## config.mk

```make
export PLATFORM = sky130hd
export DESIGN_NAME = spi_master_core
export DESIGN_NICKNAME = d
export VERILOG_FILES = /design/src/rtl/spi_pkg.sv /design/src/rtl/spi_halfper_tick.sv /design/src/rtl/spi_master_core.sv
export SDC_FILE = /design/constraint.sdc
export NUM_CORES = 1
export LEC_CHECK = 0
export BUFFER_PORTS_ARGS = -buffer_cell sky130_fd_sc_hd__buf_2
export CAP_MARGIN = 20
export CORE_MARGIN = 3
export CORE_UTILIZATION = 55
export CTS_CLUSTER_SIZE = 20
export DETAILED_ROUTE_END_ITERATION = 8
export PLACE_DENSITY_LB_ADDON = 0.2
export SYNTH_ARGS = -nofsm -noshare
export SYNTH_HDL_FRONTEND = slang
export SYNTH_SLANG_ARGS = --single-unit
```

## constraint.sdc

```tcl
create_clock -name clk -period 3 [get_ports clk]
set_input_delay 0.6 -clock clk [delete_from_list [all_inputs] [get_ports clk]]
set_output_delay 0.6 -clock clk [all_outputs]
set_load 0.05 [all_outputs]
```

## src/rtl/spi_pkg.sv

```systemverilog
// Shared types for the SPI master: FSM state encoding and per-transfer configuration.
package spi_pkg;

    typedef enum logic [2:0] {
        IDLE,
        SETUP,
        PA,
        PB,
        HOLD
    } spi_state_e;

    typedef struct packed {
        logic cpol;
        logic cpha;
        logic lsb_first;
        logic keep_ss;
    } spi_cfg_t;

endpackage

```

## src/rtl/spi_halfper_tick.sv

```systemverilog
// Half-period counter: counts 0..limit while enabled and flags the last cycle of each phase.
module spi_halfper_tick #(
    parameter int DVSR_W = 16
) (
    input  logic              clk,
    input  logic              rst,
    input  logic              clear,
    input  logic              en,
    input  logic [DVSR_W-1:0] limit,
    output logic              tick
);

    logic [DVSR_W-1:0] cnt;

    assign tick = en && (cnt == limit);

    always_ff @(posedge clk) begin
        if (rst || clear) begin
            cnt <= '0;
        end else if (en) begin
            cnt <= tick ? '0 : cnt + 1'b1;
        end
    end

endmodule

```

## src/rtl/spi_master_core.sv

```systemverilog
// SPI master: one DATA_W-bit word per transfer, runtime SCLK divisor, all four modes,
// MSB/LSB-first order and active-low slave selects with optional hold across words.
module spi_master_core
    import spi_pkg::*;
#(
    parameter int DATA_W   = 8,
    parameter int NUM_SS   = 1,
    parameter int DVSR_W   = 16,
    parameter int SS_IDX_W = (NUM_SS > 1) ? $clog2(NUM_SS) : 1
) (
    input  logic                clk,
    input  logic                rst,
    input  logic [DATA_W-1:0]   din,
    input  logic [DVSR_W-1:0]   dvsr,
    input  logic                cpol,
    input  logic                cpha,
    input  logic                lsb_first,
    input  logic [SS_IDX_W-1:0] ss_sel,
    input  logic                keep_ss,
    input  logic                start,
    output logic                ready,
    output logic                done_tick,
    output logic [DATA_W-1:0]   dout,
    output logic                sclk,
    output logic                mosi,
    input  logic                miso,
    output logic [NUM_SS-1:0]   ss_n
);

    localparam int BIT_W = $clog2(DATA_W);

    spi_state_e        state;
    spi_cfg_t          cfg;
    logic [DVSR_W-1:0] dvsr_q;
    logic [DATA_W-1:0] tx_sh;
    logic [DATA_W-1:0] rx_sh;
    logic [BIT_W-1:0]  bit_cnt;
    logic              tick;

    assign ready = (state == IDLE);

    spi_halfper_tick #(
        .DVSR_W(DVSR_W)
    ) u_halfper (
        .clk  (clk),
        .rst  (rst),
        .clear(state == IDLE),
        .en   (state != IDLE),
        .limit(dvsr_q),
        .tick (tick)
    );

    // An out-of-range index matches no bit, so every select stays deasserted.
    function automatic logic [NUM_SS-1:0] sel_mask(input logic [SS_IDX_W-1:0] idx);
        logic [NUM_SS-1:0] m;
        m = '1;
        for (int unsigned i = 0; i < NUM_SS; i++) begin
            if (idx == SS_IDX_W'(i)) m[i] = 1'b0;
        end
        return m;
    endfunction

    always_ff @(posedge clk) begin
        if (rst) begin
            state     <= IDLE;
            cfg       <= '0;
            dvsr_q    <= '0;
            tx_sh     <= '0;
            rx_sh     <= '0;
            bit_cnt   <= '0;
            dout      <= '0;
            sclk      <= 1'b0;
            mosi      <= 1'b0;
            ss_n      <= '1;
            done_tick <= 1'b0;
        end else begin
            done_tick <= 1'b0;
            case (state)
                IDLE: begin
                    if (start) begin
                        cfg     <= {cpol, cpha, lsb_first, keep_ss};
                        dvsr_q  <= dvsr;
                        tx_sh   <= din;
                        bit_cnt <= '0;
                        ss_n    <= sel_mask(ss_sel);
                        sclk    <= cpol;
                        mosi    <= lsb_first ? din[0] : din[DATA_W-1];
                        state   <= SETUP;
                    end
                end
                SETUP: begin
                    if (tick) begin
                        sclk  <= cfg.cpol ^ cfg.cpha;
                        state <= PA;
                    end
                end
                PA: begin
                    if (tick) begin
                        sclk  <= cfg.cpol ^ ~cfg.cpha;
                        rx_sh <= cfg.lsb_first ? {miso, rx_sh[DATA_W-1:1]}
                                               : {rx_sh[DATA_W-2:0], miso};
                        state <= PB;
                    end
                end
                PB: begin
                    if (tick) begin
                        if (bit_cnt == BIT_W'(DATA_W - 1)) begin
                            sclk  <= cfg.cpol;
                            state <= HOLD;
                        end else begin
                            bit_cnt <= bit_cnt + 1'b1;
                            sclk    <= cfg.cpol ^ cfg.cpha;
                            if (cfg.lsb_first) begin
                                tx_sh <= {1'b0, tx_sh[DATA_W-1:1]};
                                mosi  <= tx_sh[1];
                            end else begin
                                tx_sh <= {tx_sh[DATA_W-2:0], 1'b0};
                                mosi  <= tx_sh[DATA_W-2];
                            end
                            state <= PA;
                        end
                    end
                end
                HOLD: begin
                    if (tick) begin
                        dout      <= rx_sh;
                        done_tick <= 1'b1;
                        if (!cfg.keep_ss) ss_n <= '1;
                        state     <= IDLE;
                    end
                end
                default: state <= IDLE;
            endcase
        end
    end

endmodule

```

==> metrics.txt <==
CTS root buf=clkbuf_8; Post-synth EDFFs=0; share of layout cells above drive strength 1=0.178; Mapped Nets=409; DR DRC count=0; vias in the first global route=2602; GPL Wtd Cong=0.855; Total Routing Usage GR=0.227; CTS tree=built; dpl ws=796 ps; Leakage=1.43 nW; crit end category=flip-flop; Post-synth ARST share=0; IO Count=46; total core area=5610 µm²; DR vias=2830; fin. max-slew vios=0; Synth Area in Simple Gates=0.198; clk slew on worst S/H paths=70 ps; combinational family with the most area after synthesis=simple AND/OR/NAND/NOR gates; Max VDD drop=0.383 mV; cell area power density=625 nW/µm²; GRT Residual Overflow=0; post-synthesis cell area=3230 µm²; Ys Warns=0; largest net degree at the start of global routing=33; drt total wl=7410 µm; pin slew with the least headroom to its limit=872 ps; die area=6830 µm²; Fillers=484; Crit Path Class=reg -> reg; drt via density=5.87; nets=441; kind of start point of the critical path=flip-flop; max_slew headroom=0.418; area grow syn2layout=13.7%; post-route antenna net violation count=0; clock skew=6.36 ps; Post-synth top flop=dfxtp_1; antenna violations before repair=0; IO buf count=45; final hold violation count=0; multi-input logic area=1670 µm²; Final TNS setup=0 ps; Setup Buffers After CTS=0; multiplexer share of the synthesized area=0.0530; RSZ-0062 raised after global routing=false; Chip Height=82.7 µm; Initial DRT Pass Iterations=4; xor/xnor share of the synthesized area=0.0813; Die W=82.7 µm; worst-skew pair later-pin latency=340 ps; worst-case clock buffer depth=2; # H-tree levels=3; post-layout min period=2290 ps; hold_buf cts=0; CTS resizes=0; count of final setup violators=0; Post-Synthesis Cells=373; crit path DAT=2520 ps; critical-path maximum fanout=27; DP HPWL=5040 µm; number of max-cap violations=0; worst path required time=3230 ps; average wire per standard cell=15.4 µm; Starting DRT DRC Count=135; period utilisation layout=0.762; min-delay worst type=reg -> reg; clock tree sinks=70; global-route wire length before repair=11900 µm; Final WS setup=713 ps; sequential share of the synthesized area=0.433; FF+latch count, synth=70; status=completed; Register Area=1400 µm²; row count=27; Achievable Freq=0.437 GHz; area share of fa/ha/maj cells after synthesis=0.0116; Num CTS Buffers=9; Compound-Gate Fraction of Synth Area=0.171; n_diodes=0; syn_area_per_cell=8.67 µm²; Initial Utilization=0.577; Netlist cell types=45
-- final timing paths --
check / cells after the start / slack [ps] / to / from
worst min register to register: 2 / 470 / dvsr_q[1]$_SDFFE_PP0P_ / dvsr_q[1]$_SDFFE_PP0P_
worst min-delay path: 2 / 470 / dvsr_q[1]$_SDFFE_PP0P_ / dvsr_q[1]$_SDFFE_PP0P_
worst max-delay path: 6 / 710 / rx_sh[6]$_SDFFE_PP0P_ / u_halfper.cnt[9]$_SDFFE_PP0N_
worst max register to register: 6 / 710 / rx_sh[6]$_SDFFE_PP0P_ / u_halfper.cnt[9]$_SDFFE_PP0N_
-- placed cells by master (no fill, tap or decap), drive strengths merged, types with 6 or more instances in the layout --
cell    synthesis  routed
nand3          14      14
buf            17      51
mux2i          16      16
xor2           22      22
o21ai          14      14
nand4           6       6
a311oi          8       8
xnor2           8       8
a21oi          43      43
nand2          52      52
clkbuf         13      13
nor4           11      11
dfxtp          70      70
nor2           25      25
a221o           6       6
-- where the power goes --
part | total [mW] | internal (mW) | switching [mW]
logic | 0.386 | 0.133 | 0.253
registers | 1.04 | 0.983 | 0.0556
clock network | 0.871 | 0.536 | 0.336
-- stage by stage --
stage / area [µm²] / power [mW] / util / hold slack, ps / std cells
after CTS: 3680 / 2.31 / 0.656 / 465 / 482
after detailed placement: 3440 / 1.44 / 0.614 / 455 / 466
after global placement: 3440 / 1.43 / 0.614 / 448 / 466
after global routing: 3680 / 2.40 / 0.656 / 482 / 482
final: 3680 / 2.30 / 0.656 / 467 / 482
after floorplan: 3230 / 1.36 / - / 433 / 373
-- flip-flops by register name, summed over array words and instances (netlist names) --
register / flops
dvsr_q: 16
mosi: 1
rx_sh: 8
tx_sh: 8
dout: 8
state: 3
u_halfper.cnt: 16
sclk: 1
done_tick: 1
bit_cnt: 3
ss_n: 1
cfg: 4
-- cells by family (layout without fill, tap and decap cells) --
family          Yosys count  after routing
mux                      17             17
xor+xnor                 30             30
flops                    70             70
buf+inv                  34             71
fa+ha+maj                 3              3
simple gates            133            133
compound gates           86             86
-- per-layer routing --
metal | global-route usage | up-vias | part of all wire
li1 | - | 1394 | -
met1 | 0.275 | 1352 | 0.43
met2 | 0.397 | 78 | 0.52
met3 | 0.0607 | 6 | 0.049
met4 | 0.0605 | 0 | 0.0073
met5 | 0 | - | 0
-- synthesized netlist by cell type, types with 5 or more instances --
master    instances  area, µm²
buf_1             5       18.8
mux2i_1          16        160
nand2_1          52        195
xor2_1           22        193
nand4_1           6       37.5
nor2_1           23       86.3
buf_2             7       35.0
nand3_1          14       70.1
a21oi_1          43        215
dfxtp_1          70       1400
a221o_1           6       60.1
nor4_1           10       62.6
clkbuf_1         13       48.8
xnor2_1           8       70.1
o21ai_0          14       70.1
a311oi_1          8       70.1
-- final cells by class --
class | instances | share of cell area
multi-input cells | 269 | 0.453
flip-flops and latches | 70 | 0.381
repair buffers | 51 | 0.0735
clock buffers | 13 | 0.0459
well taps | 72 | 0.0245
clock inverters | 3 | 0.0177
inverters | 4 | 0.00408
-- critical path: stages, from the launching register on --
cell,delay [ps]
dfxtp_1,370
xor2_1,190
nor4_1,370
and4_1,480
buf_4,340
a21oi_1,120
a311oi_1,300
(Power assumes the default switching activity.)
